## src/rtl/wts_env_pkg.sv

```systemverilog
// Shared definitions for the wave table ADSR envelope: state codes, state width
// and the helper that maps an envelope phase to the rate register it uses.
package wts_env_pkg;

  localparam int STATE_W = 3;

  typedef enum logic [STATE_W-1:0] {
    ENV_IDLE    = 3'd0,
    ENV_ATTACK  = 3'd1,
    ENV_DECAY   = 3'd2,
    ENV_SUSTAIN = 3'd3,
    ENV_RELEASE = 3'd4
  } envState_e;

  typedef enum logic [2:0] {
    RSEL_NONE,
    RSEL_AR,
    RSEL_DR,
    RSEL_SR,
    RSEL_RR
  } rateSel_e;

  function automatic rateSel_e rateSel(input envState_e st);
    rateSel_e sel;
    case (st)
      ENV_ATTACK:  sel = RSEL_AR;
      ENV_DECAY:   sel = RSEL_DR;
      ENV_SUSTAIN: sel = RSEL_SR;
      ENV_RELEASE: sel = RSEL_RR;
      default:     sel = RSEL_NONE;
    endcase
    return sel;
  endfunction

endpackage

```

## src/rtl/wts_adsr_env_channel.sv

```systemverilog
// One ADSR envelope channel: pending key latch, rate counter, level and phase.
// Define WTS_ENV_SOFT_RETRIGGER_EN to keep the current level on a key_on with ar!=0.
module wts_adsr_env_channel
  import wts_env_pkg::*;
#(
  parameter int LEVEL_W = 9,
  parameter int RATE_W  = 16
) (
  input  logic               clk,
  input  logic               reset,
  input  logic               active_i,
  input  logic               keyOn_i,
  input  logic               keyRelease_i,
  input  logic               keyOff_i,
  input  logic [RATE_W-1:0]  ar_i,
  input  logic [RATE_W-1:0]  dr_i,
  input  logic [RATE_W-1:0]  sr_i,
  input  logic [RATE_W-1:0]  rr_i,
  input  logic [LEVEL_W-2:0] sl_i,
  output logic [LEVEL_W-1:0] level_o,
  output logic [STATE_W-1:0] state_o,
  output logic               noteEnd_o
);

  localparam logic [LEVEL_W:0] MAX_X = (LEVEL_W+1)'(1) << (LEVEL_W-1);

  logic [STATE_W-1:0] state_q, state_d;
  logic [LEVEL_W-1:0] level_q, level_d;
  logic [RATE_W-1:0]  counter_q, counter_d;
  logic               pendOn_q, pendOn_d;
  logic               pendRel_q, pendRel_d;
  logic               pendOff_q, pendOff_d;
  logic               noteEnd_q, noteEnd_d;

  envState_e          curState;
  logic [RATE_W-1:0]  rate;
  logic [LEVEL_W:0]   levelX;
  logic [LEVEL_W:0]   stepLevel;
  logic               evOn, evRel, evOff;

  always_ff @(posedge clk or posedge reset) begin
    if (reset) begin
      state_q   <= ENV_IDLE;
      level_q   <= '0;
      counter_q <= '0;
      pendOn_q  <= 1'b0;
      pendRel_q <= 1'b0;
      pendOff_q <= 1'b0;
      noteEnd_q <= 1'b0;
    end else begin
      state_q   <= state_d;
      level_q   <= level_d;
      counter_q <= counter_d;
      pendOn_q  <= pendOn_d;
      pendRel_q <= pendRel_d;
      pendOff_q <= pendOff_d;
      noteEnd_q <= noteEnd_d;
    end
  end

  // Unused codes 5..7 fold onto IDLE before any decision is made.
  always_comb begin
    curState = (state_q > ENV_RELEASE) ? ENV_IDLE : envState_e'(state_q);
    rate     = '0;
    case (rateSel(curState))
      RSEL_AR: rate = ar_i;
      RSEL_DR: rate = dr_i;
      RSEL_SR: rate = sr_i;
      RSEL_RR: rate = rr_i;
      default: rate = '0;
    endcase
    levelX = {1'b0, level_q};
    if (curState == ENV_ATTACK) begin
      stepLevel = (levelX >= MAX_X) ? MAX_X : levelX + (LEVEL_W+1)'(1);
    end else begin
      stepLevel = (levelX == '0) ? '0 : levelX - (LEVEL_W+1)'(1);
    end
  end

  always_comb begin
    state_d   = state_q;
    level_d   = level_q;
    counter_d = counter_q;
    noteEnd_d = 1'b0;
    evOn      = pendOn_q | keyOn_i;
    evRel     = pendRel_q | keyRelease_i;
    evOff     = pendOff_q | keyOff_i;
    pendOn_d  = evOn;
    pendRel_d = evRel;
    pendOff_d = evOff;
    if (active_i) begin
      pendOn_d  = 1'b0;
      pendRel_d = 1'b0;
      pendOff_d = 1'b0;
      if (evOff) begin
        state_d   = ENV_IDLE;
        level_d   = '0;
        counter_d = '0;
        noteEnd_d = (curState != ENV_IDLE);
      end else if (evOn) begin
        state_d   = ENV_ATTACK;
        counter_d = ar_i;
        if (ar_i == '0) begin
          level_d = MAX_X[LEVEL_W-1:0];
        end else begin
`ifdef WTS_ENV_SOFT_RETRIGGER_EN
          level_d = level_q;
`else
          level_d = '0;
`endif
        end
      end else if (evRel && curState != ENV_IDLE) begin
        state_d   = ENV_RELEASE;
        counter_d = rr_i;
      end else begin
        state_d = curState;
        if (counter_q == '0) begin
          counter_d = rate;
          if (rate != '0) level_d = stepLevel[LEVEL_W-1:0];
        end else begin
          counter_d = counter_q - RATE_W'(1);
        end
        // Phase changes look at the registered level; the counter takes the new phase's rate.
        case (curState)
          ENV_ATTACK: begin
            if (levelX == MAX_X) begin
              state_d   = ENV_DECAY;
              counter_d = dr_i;
            end
          end
          ENV_DECAY, ENV_SUSTAIN, ENV_RELEASE: begin
            if (level_q == '0) begin
              state_d   = ENV_IDLE;
              counter_d = '0;
              noteEnd_d = 1'b1;
            end else if (curState == ENV_DECAY && levelX <= {2'b00, sl_i}) begin
              state_d   = ENV_SUSTAIN;
              counter_d = sr_i;
            end
          end
          default: ;
        endcase
      end
    end
  end

  assign level_o   = level_q;
  assign state_o   = state_q;
  assign noteEnd_o = noteEnd_q;

endmodule

```

## src/rtl/wts_multi_adsr_envelope.sv

```systemverilog
// Multi-channel ADSR envelope generator: slices the packed register and output
// buses and instantiates one wts_adsr_env_channel per channel.
module wts_multi_adsr_envelope
  import wts_env_pkg::*;
#(
  parameter int CH_NUM  = 5,
  parameter int LEVEL_W = 9,
  parameter int RATE_W  = 16
) (
  input  logic                         clk,
  input  logic                         reset,
  input  logic                         active,
  input  logic [CH_NUM-1:0]            key_on,
  input  logic [CH_NUM-1:0]            key_release,
  input  logic [CH_NUM-1:0]            key_off,
  input  logic [CH_NUM*RATE_W-1:0]     reg_ar,
  input  logic [CH_NUM*RATE_W-1:0]     reg_dr,
  input  logic [CH_NUM*RATE_W-1:0]     reg_sr,
  input  logic [CH_NUM*RATE_W-1:0]     reg_rr,
  input  logic [CH_NUM*(LEVEL_W-1)-1:0] reg_sl,
  output logic [CH_NUM*LEVEL_W-1:0]    envelope,
  output logic [CH_NUM*STATE_W-1:0]    env_state,
  output logic [CH_NUM-1:0]            note_end
);

  for (genvar n = 0; n < CH_NUM; n++) begin : gCh
    wts_adsr_env_channel #(
      .LEVEL_W(LEVEL_W),
      .RATE_W (RATE_W)
    ) uChannel (
      .clk         (clk),
      .reset       (reset),
      .active_i    (active),
      .keyOn_i     (key_on[n]),
      .keyRelease_i(key_release[n]),
      .keyOff_i    (key_off[n]),
      .ar_i        (reg_ar[n*RATE_W +: RATE_W]),
      .dr_i        (reg_dr[n*RATE_W +: RATE_W]),
      .sr_i        (reg_sr[n*RATE_W +: RATE_W]),
      .rr_i        (reg_rr[n*RATE_W +: RATE_W]),
      .sl_i        (reg_sl[n*(LEVEL_W-1) +: (LEVEL_W-1)]),
      .level_o     (envelope[n*LEVEL_W +: LEVEL_W]),
      .state_o     (env_state[n*STATE_W +: STATE_W]),
      .noteEnd_o   (note_end[n])
    );
  end

endmodule

```

## config.mk

```make
export PLATFORM = sky130hd
export DESIGN_NAME = wts_multi_adsr_envelope
export DESIGN_NICKNAME = d
export VERILOG_FILES = /design/src/rtl/wts_env_pkg.sv /design/src/rtl/wts_adsr_env_channel.sv /design/src/rtl/wts_multi_adsr_envelope.sv
export SDC_FILE = /design/constraint.sdc
export NUM_CORES = 1
export LEC_CHECK = 0
export CORE_MARGIN = 2
export CORE_UTILIZATION = 42
export CTS_CLUSTER_DIAMETER = 60
export DETAILED_ROUTE_END_ITERATION = 12
export HOLD_SLACK_MARGIN = 0.12
export MAX_ROUTING_LAYER = met4
export PLACE_DENSITY_LB_ADDON = 0.25
export SLEW_MARGIN = 20
export SYNTH_ARGS = -nofsm -noshare
export SYNTH_HDL_FRONTEND = slang
export SYNTH_HIERARCHICAL = 1
export SYNTH_SLANG_ARGS = --single-unit
```

## constraint.sdc

```tcl
create_clock -name clk -period 3.7 [get_ports clk]
set_input_delay 0.555 -clock clk [delete_from_list [all_inputs] [get_ports clk]]
set_output_delay 0.555 -clock clk [all_outputs]
set_load 0.005 [all_outputs]
```

After elaboration in Yosys (flattened, before gate mapping)
Index checks and enable logic that the tools add are counted.

operators by class
  reductions and logical operators = 55
  add/sub/neg operators = 15
  equal/unequal tests = 50
  bitwise operators = 15
  magnitude comparators = 15
  mux-type cells = 180

operators by type and width
  operator               number
  $mux 16                35
  $mux 9                 45
  $pmux 16 s4            5
  $logic_not 16->1       10
  $pmux 16 s2            5
  $mux 3                 35
  $reduce_bool 16->1     5
  $sub 16x1->16 const B  5
  $eq 3x2->1 const B     20
  $pmux 3 s4             5
  $add 9x1->9 const B    5
  $eq 9x9->1 const B     5
  $ge 9x9->1 const B     5
  $le 9x8->1             5
  $logic_not 9->1        5
  $mux 1                 45
  $reduce_bool 3->1      15
  $sub 9x1->9 const B    5
  $eq 3x1->1 const B     10
  $eq 3x3->1 const B     10
  $pmux 3 s2             5
  $reduce_and 4->1       5
  $gt 3x3->1 const B     5
  $ne 3x1->1 const B     5
  other kinds (3)        30

word-level totals
  input bits = 378
  output and inout bits = 65
  register bits = 160

Longest topological paths before layout
Gate-level depths: netlist (run 1).

  depth after elaboration = 13
  gate-level depth with buffers = 12
  mapped depth without buffers = 9

Modules after synthesis
Netlist (run 1), hierarchy kept.

modules (own cells, without submodules)
  module                                       instances  cells an instance  area an instance (um^2)
  wts_adsr_env_channel at gCh[2].uChannel ...  2          499                3743.6
  wts_adsr_env_channel at gCh[4].uChannel      1          509                3858.7
  wts_adsr_env_channel at gCh[1].uChannel      1          503                3799.9
  wts_adsr_env_channel at gCh[0].uChannel      1          485                3788.6

Least setup slack after synthesis (run 1)
No wires, ideal clock.

  path type = input to register
  start = input port reg_sl[22]
  end = register gCh[2].uChannel.counter_q[10]
  stages = 10
  setup slack = 0.902 ns
  data required time = 3.590 ns
  setup time = 0.110 ns
  arrival = 2.688 ns
  cells stage by stage = inv_1 ha_1 a21o_1 a211o_1 a2111o_1 a2111oi_0 buf_2 a22o_1 a21oi_1 o41ai_1

between the ends
  cells in the longest elaborated chain, start to end = 8

RTL lines
  element               RTL line                       text
  from (decl)           wts_multi_adsr_envelope.sv:20  input logic [CH_NUM*(LEVEL_W-1)-1:0] reg_sl,
  $le 9x8->1            wts_adsr_env_channel.sv:136    end else if (curState == ENV_DECAY && levelX <= {2'b00, sl_i}) begin
  $logic_and 1x1->1     wts_adsr_env_channel.sv:136
  $mux 16               wts_adsr_env_channel.sv:136
  $mux 16               wts_adsr_env_channel.sv:132    if (level_q == '0) begin
  $pmux 16 s2           wts_adsr_env_channel.sv:124    case (curState)
  $mux 16               wts_adsr_env_channel.sv:112    end else if (evRel && curState != ENV_IDLE) begin
  $mux 16               wts_adsr_env_channel.sv:100    end else if (evOn) begin
  $mux 16               wts_adsr_env_channel.sv:95     if (evOff) begin
  to (signal assigned)  wts_adsr_env_channel.sv:53     counter_q <= counter_d;
  to (decl)             wts_adsr_env_channel.sv:29     logic [RATE_W-1:0] counter_q, counter_d;

No other way between the ends.
A chain may end at the register's enable or synchronous reset.

Worst setup path in the final report (run 1)
  start = register gCh[2].uChannel.state_q[1]
  end = register gCh[2].uChannel.level_q[7]

between the ends
  cells in the longest elaborated chain, start to end = 9

RTL lines
  element                                                       RTL line                                                  text
  from (decl)                                                   wts_adsr_env_channel.sv:27                                logic [STATE_W-1:0] state_q, state_d;
  from (signal assigned)                                        wts_adsr_env_channel.sv:51                                state_q <= state_d;
  $gt 3x3->1                                                    wts_adsr_env_channel.sv:63                                curState = (state_q > ENV_RELEASE) ? ENV_IDLE : envState_e'(state_q);
  $mux 3 *                                                      wts_adsr_env_channel.sv:63
  $eq 3x3->1, or another cell as far along                      wts_env_pkg.sv:25                                         case (st)
  $pmux 3 s4 or $mux 9 (tied branches)                          wts_env_pkg.sv:25, wts_adsr_env_channel.sv:73
  $eq 3x3->1, or another cell as far along                      wts_adsr_env_channel.sv:65                                case (rateSel(curState))
  $pmux 16 s4 or $mux 9 (tied branches)                         wts_adsr_env_channel.sv:65, wts_adsr_env_channel.sv:117
  $reduce_bool 16->1 or $mux 9 (tied branches)                  wts_adsr_env_channel.sv:119, wts_adsr_env_channel.sv:112
  $reduce_bool 3->1 (no source line) or $mux 9 (tied branches)  -
  $reduce_and 4->1 (no source line) or $mux 9 (tied branches)   -
  to (signal assigned)                                          wts_adsr_env_channel.sv:52                                level_q <= level_d;
  to (decl)                                                     wts_adsr_env_channel.sv:28                                logic [LEVEL_W-1:0] level_q, level_d;

Every way passes the cells marked *; elsewhere a longest branch is shown, timed or not. The select of a mux whose other input is x is not followed.

==> results.toml, run 1 <==
[floorplan]
rows = 77
start_util_pct = 42.72
pin_count = 443
die-width_um = 216.3
fp.dieH_um = 216.3
fp.coreArea_um2 = 44320
dieArea_um2 = 46800

[sta]
post-route-min-period_ns = 3.254
hold_viol = 0
maxSlewViolCount = 0
worstMarginPinSlew_ns = 0.9579
final.setup.tns_ns = 0
clock_skew_ns = 0.009351
fmax_mhz = 307.3
final-setup-viol-count = 0
timing.hold.ws_ns = 0.5196
post-route-period-util_pct = 87.95
maxSlewHeadroom_pct = 36.01
rsz0062_at_grt = "no"

[setup_path]
crit_chain = "buf_4 > mux2_1 > a22oi_1 > o21ai_0 > or4_4 > o41ai_4 > o21ai_1 > o31ai_1"
setup.worst_path.start_class = "flip-flop"
end_kind = "flip-flop"
crit_slowest_cell = "dfrtp_2"
cp_num_buf_inv = 1
r2r_slack_ns = 0.45
cp.arrival_ns = 3.65
crit_path_start = "gCh[2].uChannel/state_o[1]"
crit_family = "compound AO/OA/AOI/OAI gates"
crit_fanout = 32
cpPeakStageDelay_ns = 0.79
reg2regPathDepth = 8
reg2reg_from = "gCh[2].uChannel/state_o[1]"
r2r-end = "gCh[2].uChannel/level_o[7]"
crit_required_ns = 4.09
critical_path_class = "reg -> reg"
critical_path_depth = 8

[cells_and_area]
drive_gt1_share_pct = 10.09
fillers = 4161
finish.utilization_pct = 56.43
nets = 3368
instances_no_fill = 3536
final_cell_mix = "clkdlybuf4s50_1 (441), nand2_1 (228), nor2_1 (220)"
area_growth_pct = 32.08
layout_commonest_cell = "clkdlybuf4s50_1"

[power]
power.density_nw_per_um2 = 300.6
p_total_mw = 7.519
p_seq_share_pct = 27.9
combPwrFrac_pct = 48.0
leakage_nw = 9.863
p_sw_mw = 3.174
ir_worst_vdd_uv = 353.4
p_clk_share_pct = 24.1
intPower_mw = 4.345
switching_share_pct = 42.22

[synth]
ys_types = 103
syn-cell-area_um2 = 18930
syn_inst = 2495
synthArstFlopShare_pct = 100.0
synth_enable_flop_cells = 0
syn_nets = 2933
synth_seq_cells = 160
yosysSeqAreaShare_pct = 21.15
ys_warn_count = 6
ys.flop_type = "dfrtp_1"
postSynthAreaPerCell_um2 = 7.589

[drt]
wl_per_cell_um = 25.90
route.met2.wl_um = 41220
vias = 23742
wl_met3_um = 9585
ant_nets = 0
drt_iter0_drc = 2991
first_pass_iters = 6
via_per_inst = 6.714
highest_layer = "met4"
drcViolationCount = 0
wirelength_met1_um = 36770
drt_wl_total_um = 91580

[grt]
grt_antenna_before_repair = 1
grt_pass1_wl_um = 138800
grt_use_total_pct = 39.07
grt_max_degree = 38
grt_pass1_vias = 22887
grt-ovfl-total = 0

[hold_path]
hold_end = "gCh[0].uChannel/pendOff_q"
holdCritStartpoint = "active"
whs_path_depth = 2
hp-class = "in -> reg"

[clocking]
h-tree-depth = 4
clkLatencyLatePin_ns = 0.49
ctsHoldBuffers = 0
clockBufferDepth = 2
cts-root-buf = "clkbuf_16"
cts_tree = "done"
postCtsSetupRepairBufs = 0
ctsResizeCount = 0
path_clk_slew_ns = 0.07
cts.sinks = 160
numCtsBuffers = 17

[placed_design]
place_congestion = 1.016
hpwlAfterDp_um = 71300
dp_cells = 3503
port_buffers = 442

[run]
maxCapViolCount = 0

[status]
status = "complete, no violations"
-- logic make-up (layout without fill, tap and decap cells) --
group,Yosys count,after routing,share of synthesized area (%)
buffers and inverters,258,706,5.861
AOI/OAI and AO/OA,906,906,33.67
other,0,1,0
adders and majority gates,60,60,3.965
xor gates and xnor gates,76,76,3.516
muxes,85,85,4.916
DFF,160,160,21.15
and+or+nand+nor,950,950,26.93
-- routing by layer --
layer,vias to the layer above,track usage [%]
li1,10495,-
met1,11355,49.80
met2,1628,60.15
met3,264,8.253
met4,0,16.10
met5,-,-
-- power by group through the flow --
stage / clock network (mW) / logic (mW) / registers, mW
6_report: 1.81 / 3.61 / 2.10
5_1_grt: 1.91 / 3.88 / 2.12
4_1_cts: 1.85 / 3.52 / 2.09
3_5_place_dp: 0 / 3.50 / 2.12
3_3_place_gp: 0 / 3.47 / 2.12
2_1_floorplan: 0 / 2.12 / 2.04
-- Yosys cell counts, types with 10 or more instances --
cell type | instances | share of area (%)
o31ai_1 | 20 | 0.79
a41oi_1 | 13 | 0.60
nor2b_1 | 51 | 1.7
or4bb_1 | 16 | 0.95
o21ai_0 | 156 | 4.1
xor2_1 | 28 | 1.3
a211oi_1 | 41 | 1.6
or2_2 | 14 | 0.46
clkbuf_1 | 108 | 2.1
nor2_1 | 220 | 4.4
nand4_1 | 26 | 0.86
buf_2 | 38 | 1.0
and2_1 | 10 | 0.33
o211ai_1 | 65 | 2.6
nand2_1 | 228 | 4.5
or3_1 | 25 | 0.83
or4_1 | 21 | 0.83
a22o_1 | 11 | 0.51
mux2_2 | 36 | 2.1
nand2b_1 | 17 | 0.56
nor3_1 | 61 | 1.6
dfrtp_1 | 160 | 21
nor4_1 | 40 | 1.3
nor4bb_1 | 10 | 0.53
ha_1 | 60 | 4.0
a221oi_1 | 38 | 1.8
and3_1 | 35 | 1.2
o2111ai_1 | 11 | 0.51
a31oi_1 | 35 | 1.2
a21oi_1 | 168 | 4.4
a22oi_1 | 88 | 3.5
o21ai_1 | 28 | 0.74
nand3_1 | 87 | 2.3
o22ai_1 | 13 | 0.43
a32oi_1 | 14 | 0.65
a21o_1 | 27 | 1.1
o221ai_1 | 18 | 0.83
xnor2_1 | 48 | 2.2
a221o_1 | 19 | 1.0
inv_1 | 88 | 1.7
mux2i_1 | 36 | 1.9
o21a_1 | 17 | 0.67
-- state kept, by name, indices dropped and copies added (netlist names) --
name,cells
gCh.uChannel/pendRel_q,5
gCh.uChannel/state_o,15
gCh.uChannel/noteEnd_o,5
gCh.uChannel/level_o,45
gCh.uChannel/pendOff_q,5
gCh.uChannel/pendOn_q,5
gCh.uChannel/counter_q,80
-- how the worst max path moves through the flow --
stage / slack [ns] / to
floorplan: 0.90 / gCh[2].uChannel/counter_q[10]
global placement: 0.02 / gCh[3].uChannel/counter_q[6]
detailed placement: 0.19 / gCh[4].uChannel/counter_q[13]
CTS: 0.50 / gCh[1].uChannel/level_o[6]
global route: 0.22 / gCh[0].uChannel/level_o[0]
finish: 0.45 / gCh[2].uChannel/level_o[7]
-- worst reg2reg max path, cell delays in order (launching register included) --
cell and delay [ns]:
dfrtp_2 0.79, buf_4 0.28, mux2_1 0.33, a22oi_1 0.30, o21ai_0 0.13, or4_4 0.47, o41ai_4 0.60, o21ai_1 0.18
o31ai_1 0.09
-- metrics by stage --
step | worst slack (ns) | area (µm²)
after CTS | 0.4999 | 25000
after detailed placement | 0.1908 | 24440
after global placement | 0.01599 | 24440
after global routing | 0.2245 | 25010
final | 0.4459 | 25010
after floorplan | 0.9015 | 18930
-- area by class of cell --
type,count,area [µm²],area share [%]
Sequential cell,160,4006,16.02
Clock inverter,13,130.1,0.5203
Tap cell,592,740.7,2.962
Multi-Input combinational cell,2077,13850,55.36
Timing Repair Buffer,584,5513,22.04
Inverter,90,337.8,1.351
Antenna cell,1,2.502,0.01001
Clock buffer,19,432.9,1.731
Note: power is estimated with default switching activity, not from simulation.
==> run 2, diff against run 1 <==
--- a/config.mk
+++ b/config.mk
@@ -5,14 +5,13 @@
 export SDC_FILE = /design/constraint.sdc
 export NUM_CORES = 1
 export LEC_CHECK = 0
-export CORE_MARGIN = 2
+export CORE_MARGIN = 5
 export CORE_UTILIZATION = 42
 export CTS_CLUSTER_DIAMETER = 60
 export DETAILED_ROUTE_END_ITERATION = 12
 export HOLD_SLACK_MARGIN = 0.12
 export MAX_ROUTING_LAYER = met4
 export PLACE_DENSITY_LB_ADDON = 0.25
-export SLEW_MARGIN = 20
 export SYNTH_ARGS = -nofsm -noshare
 export SYNTH_HDL_FRONTEND = slang
 export SYNTH_HIERARCHICAL = 1
==> run 2 against run 1 <==
Net effect: clock power about the same; via count decreased by 0.27%; sequential share of layout area about the same; global-route usage decreased by 2.8 points; die area increased by 5.6%; critical path depth unchanged; flip-flop and latch count unchanged; count of clock-buffer cells in the layout decreased by 1; worst setup slack got worse by 0.11 ns; sequential power about the same.
==> results.toml, run 2 (synthesized netlist as in run 1, its figures left out) <==
[placed_design]
hpwlAfterDp_um = 71080
place_congestion = 1.029
port_buffers = 442

[drt]
wl_per_cell_um = 25.98
via_per_inst = 6.702
drcViolationCount = 0
vias = 23677
first_pass_iters = 8
route.met2.wl_um = 41430
ant_nets = 0
wl_met3_um = 9315
drt_iter0_drc = 3091
highest_layer = "met4"
wirelength_met1_um = 36690
drt_wl_total_um = 91780

[clocking]
cts.sinks = 160
clkLatencyLatePin_ns = 0.50
ctsHoldBuffers = 0
postCtsSetupRepairBufs = 0
ctsResizeCount = 0
cts-root-buf = "clkbuf_16"
h-tree-depth = 4
path_clk_slew_ns = 0.07
cts_tree = "done"
clockBufferDepth = 2
numCtsBuffers = 17

[setup_path]
crit_end = "gCh[2].uChannel/level_o[4]"
crit_fanout = 19
crit_chain = "nor2b_1 > buf_4 > a22oi_1 > a41oi_1 > or4_4 > o41ai_4 > o21ai_1 > o31ai_1"
end_kind = "flip-flop"
cp.arrival_ns = 3.76
crit_slowest_cell = "dfrtp_1"
cp_num_buf_inv = 1
setup.worst_path.start_class = "flip-flop"
crit_path_start = "gCh[2].uChannel/state_o[1]"
cpPeakStageDelay_ns = 0.71
r2r-end = "gCh[2].uChannel/level_o[4]"
crit_required_ns = 4.09
reg2regPathDepth = 8
crit_family = "compound AO/OA/AOI/OAI gates"
critical_path_class = "reg -> reg"
reg2reg_from = "gCh[2].uChannel/state_o[1]"
critical_path_depth = 8
r2r_slack_ns = 0.34

[grt]
grt-ovfl-total = 0
grt_pass1_vias = 22992
grt_antenna_before_repair = 2
grt_max_degree = 34
grt_pass1_wl_um = 139700
grt_use_total_pct = 36.24

[cells_and_area]
finish.utilization_pct = 56.17
fillers = 4223
drive_gt1_share_pct = 9.837
multiInputGateArea_um2 = 13830
register_area_um2 = 4004
area_growth_pct = 31.75
largest_register_ffs = 80
final_cell_mix = "clkdlybuf4s50_1 (441), nand2_1 (228), nor2_1 (220)"
layout_commonest_cell = "clkdlybuf4s50_1"
nets = 3363
regMostFlops = "gCh.uChannel/counter_q"

[floorplan]
fp.coreArea_um2 = 44410
die-width_um = 222.3
dieArea_um2 = 49430
rows = 77
pin_count = 443
start_util_pct = 42.63
fp.dieH_um = 222.3

[power]
power.density_nw_per_um2 = 299.4
ir_worst_vdd_uv = 213.0
p_total_mw = 7.470
leakage_nw = 9.835

[sta]
maxSlewHeadroom_pct = 13.28
fmax_mhz = 297.2
post-route-min-period_ns = 3.365
clock_skew_ns = 0.01404
worstMarginPinSlew_ns = 1.298
final-setup-viol-count = 0
rsz0062_at_grt = "no"
hold_viol = 0
maxSlewViolCount = 0
post-route-period-util_pct = 90.94

[run]
maxCapViolCount = 0

[hold_path]
hp-class = "reg -> reg"

[status]
status = "complete, no violations"
[run 2: cell types whose count changed in the layout (fill, tap and decap cells not counted), sizes merged]
| cell | delta |
|---|---|
| inv | +3 |
| diode | +2 |
| clkinv | -1 |
| buf | -5 |
| bufinv | -1 |
| clkbuf | -1 |
[run 2: final cells by class]
cell class,count,area share (%)
multi-input combinational,2077,55.45
timing repair buffer,579,21.90
clock inverter,14,0.4865
sequential,160,16.05
tap,592,2.969
antenna,3,0.03009
inverter,90,1.354
clock buffer,18,1.760
[run 2: metrics by stage]
stage | instances | cell area [µm²] | setup TNS (ns) | hold slack, ns | setup WS, ns
detailed placement | 3498 | 24380 | -0.01440 | 0.5151 | -0.01440
CTS | 3530 | 24940 | 0 | 0.4937 | 0.4340
global route | 3532 | 24940 | 0 | 0.5247 | 0.1754
floorplan | 2495 | 18930 | 0 | 0.4842 | 0.9015
global placement | 3498 | 24380 | 0 | 0.4854 | 0.05828
finish | 3533 | 24950 | 0 | 0.5218 | 0.3352
[run 2: how the worst min path moves through the flow]
stage | start | endpoint | depth (start not counted)
2_1_floorplan | gCh[0].uChannel/pendRel_q | gCh[0].uChannel/pendRel_q | 2
3_3_place_gp | gCh[0].uChannel/pendOn_q | gCh[0].uChannel/pendOn_q | 2
3_5_place_dp | gCh[0].uChannel/pendOn_q | gCh[0].uChannel/pendOn_q | 2
4_1_cts | active | gCh[0].uChannel/pendOff_q | 2
5_1_grt | active | gCh[0].uChannel/pendRel_q | 2
6_report | gCh[0].uChannel/pendOn_q | gCh[0].uChannel/pendOn_q | 2
[run 2: power by group]
group	switching (mW)	internal (mW)	total, mW
Clock	0.896	0.898	1.79
Combinational	2.09	1.51	3.60
Sequential	0.194	1.88	2.08
[run 2: metal layers]
layer  GRT usage, %  vias up
met4          15.81        0
met3          7.114      296
met1          46.53    11253
li1               -    10494
met5              -        -
met2          55.71     1634
[run 2: worst register-to-register path: cells and delay by family (launching register included)]
| family | cells | cell delay, ns |
|---|---|---|
| DFF | 1 | 0.71 |
| and+or+nand+nor | 2 | 1.00 |
| buffers and inverters | 1 | 0.20 |
| AOI/OAI and AO/OA | 5 | 1.37 |
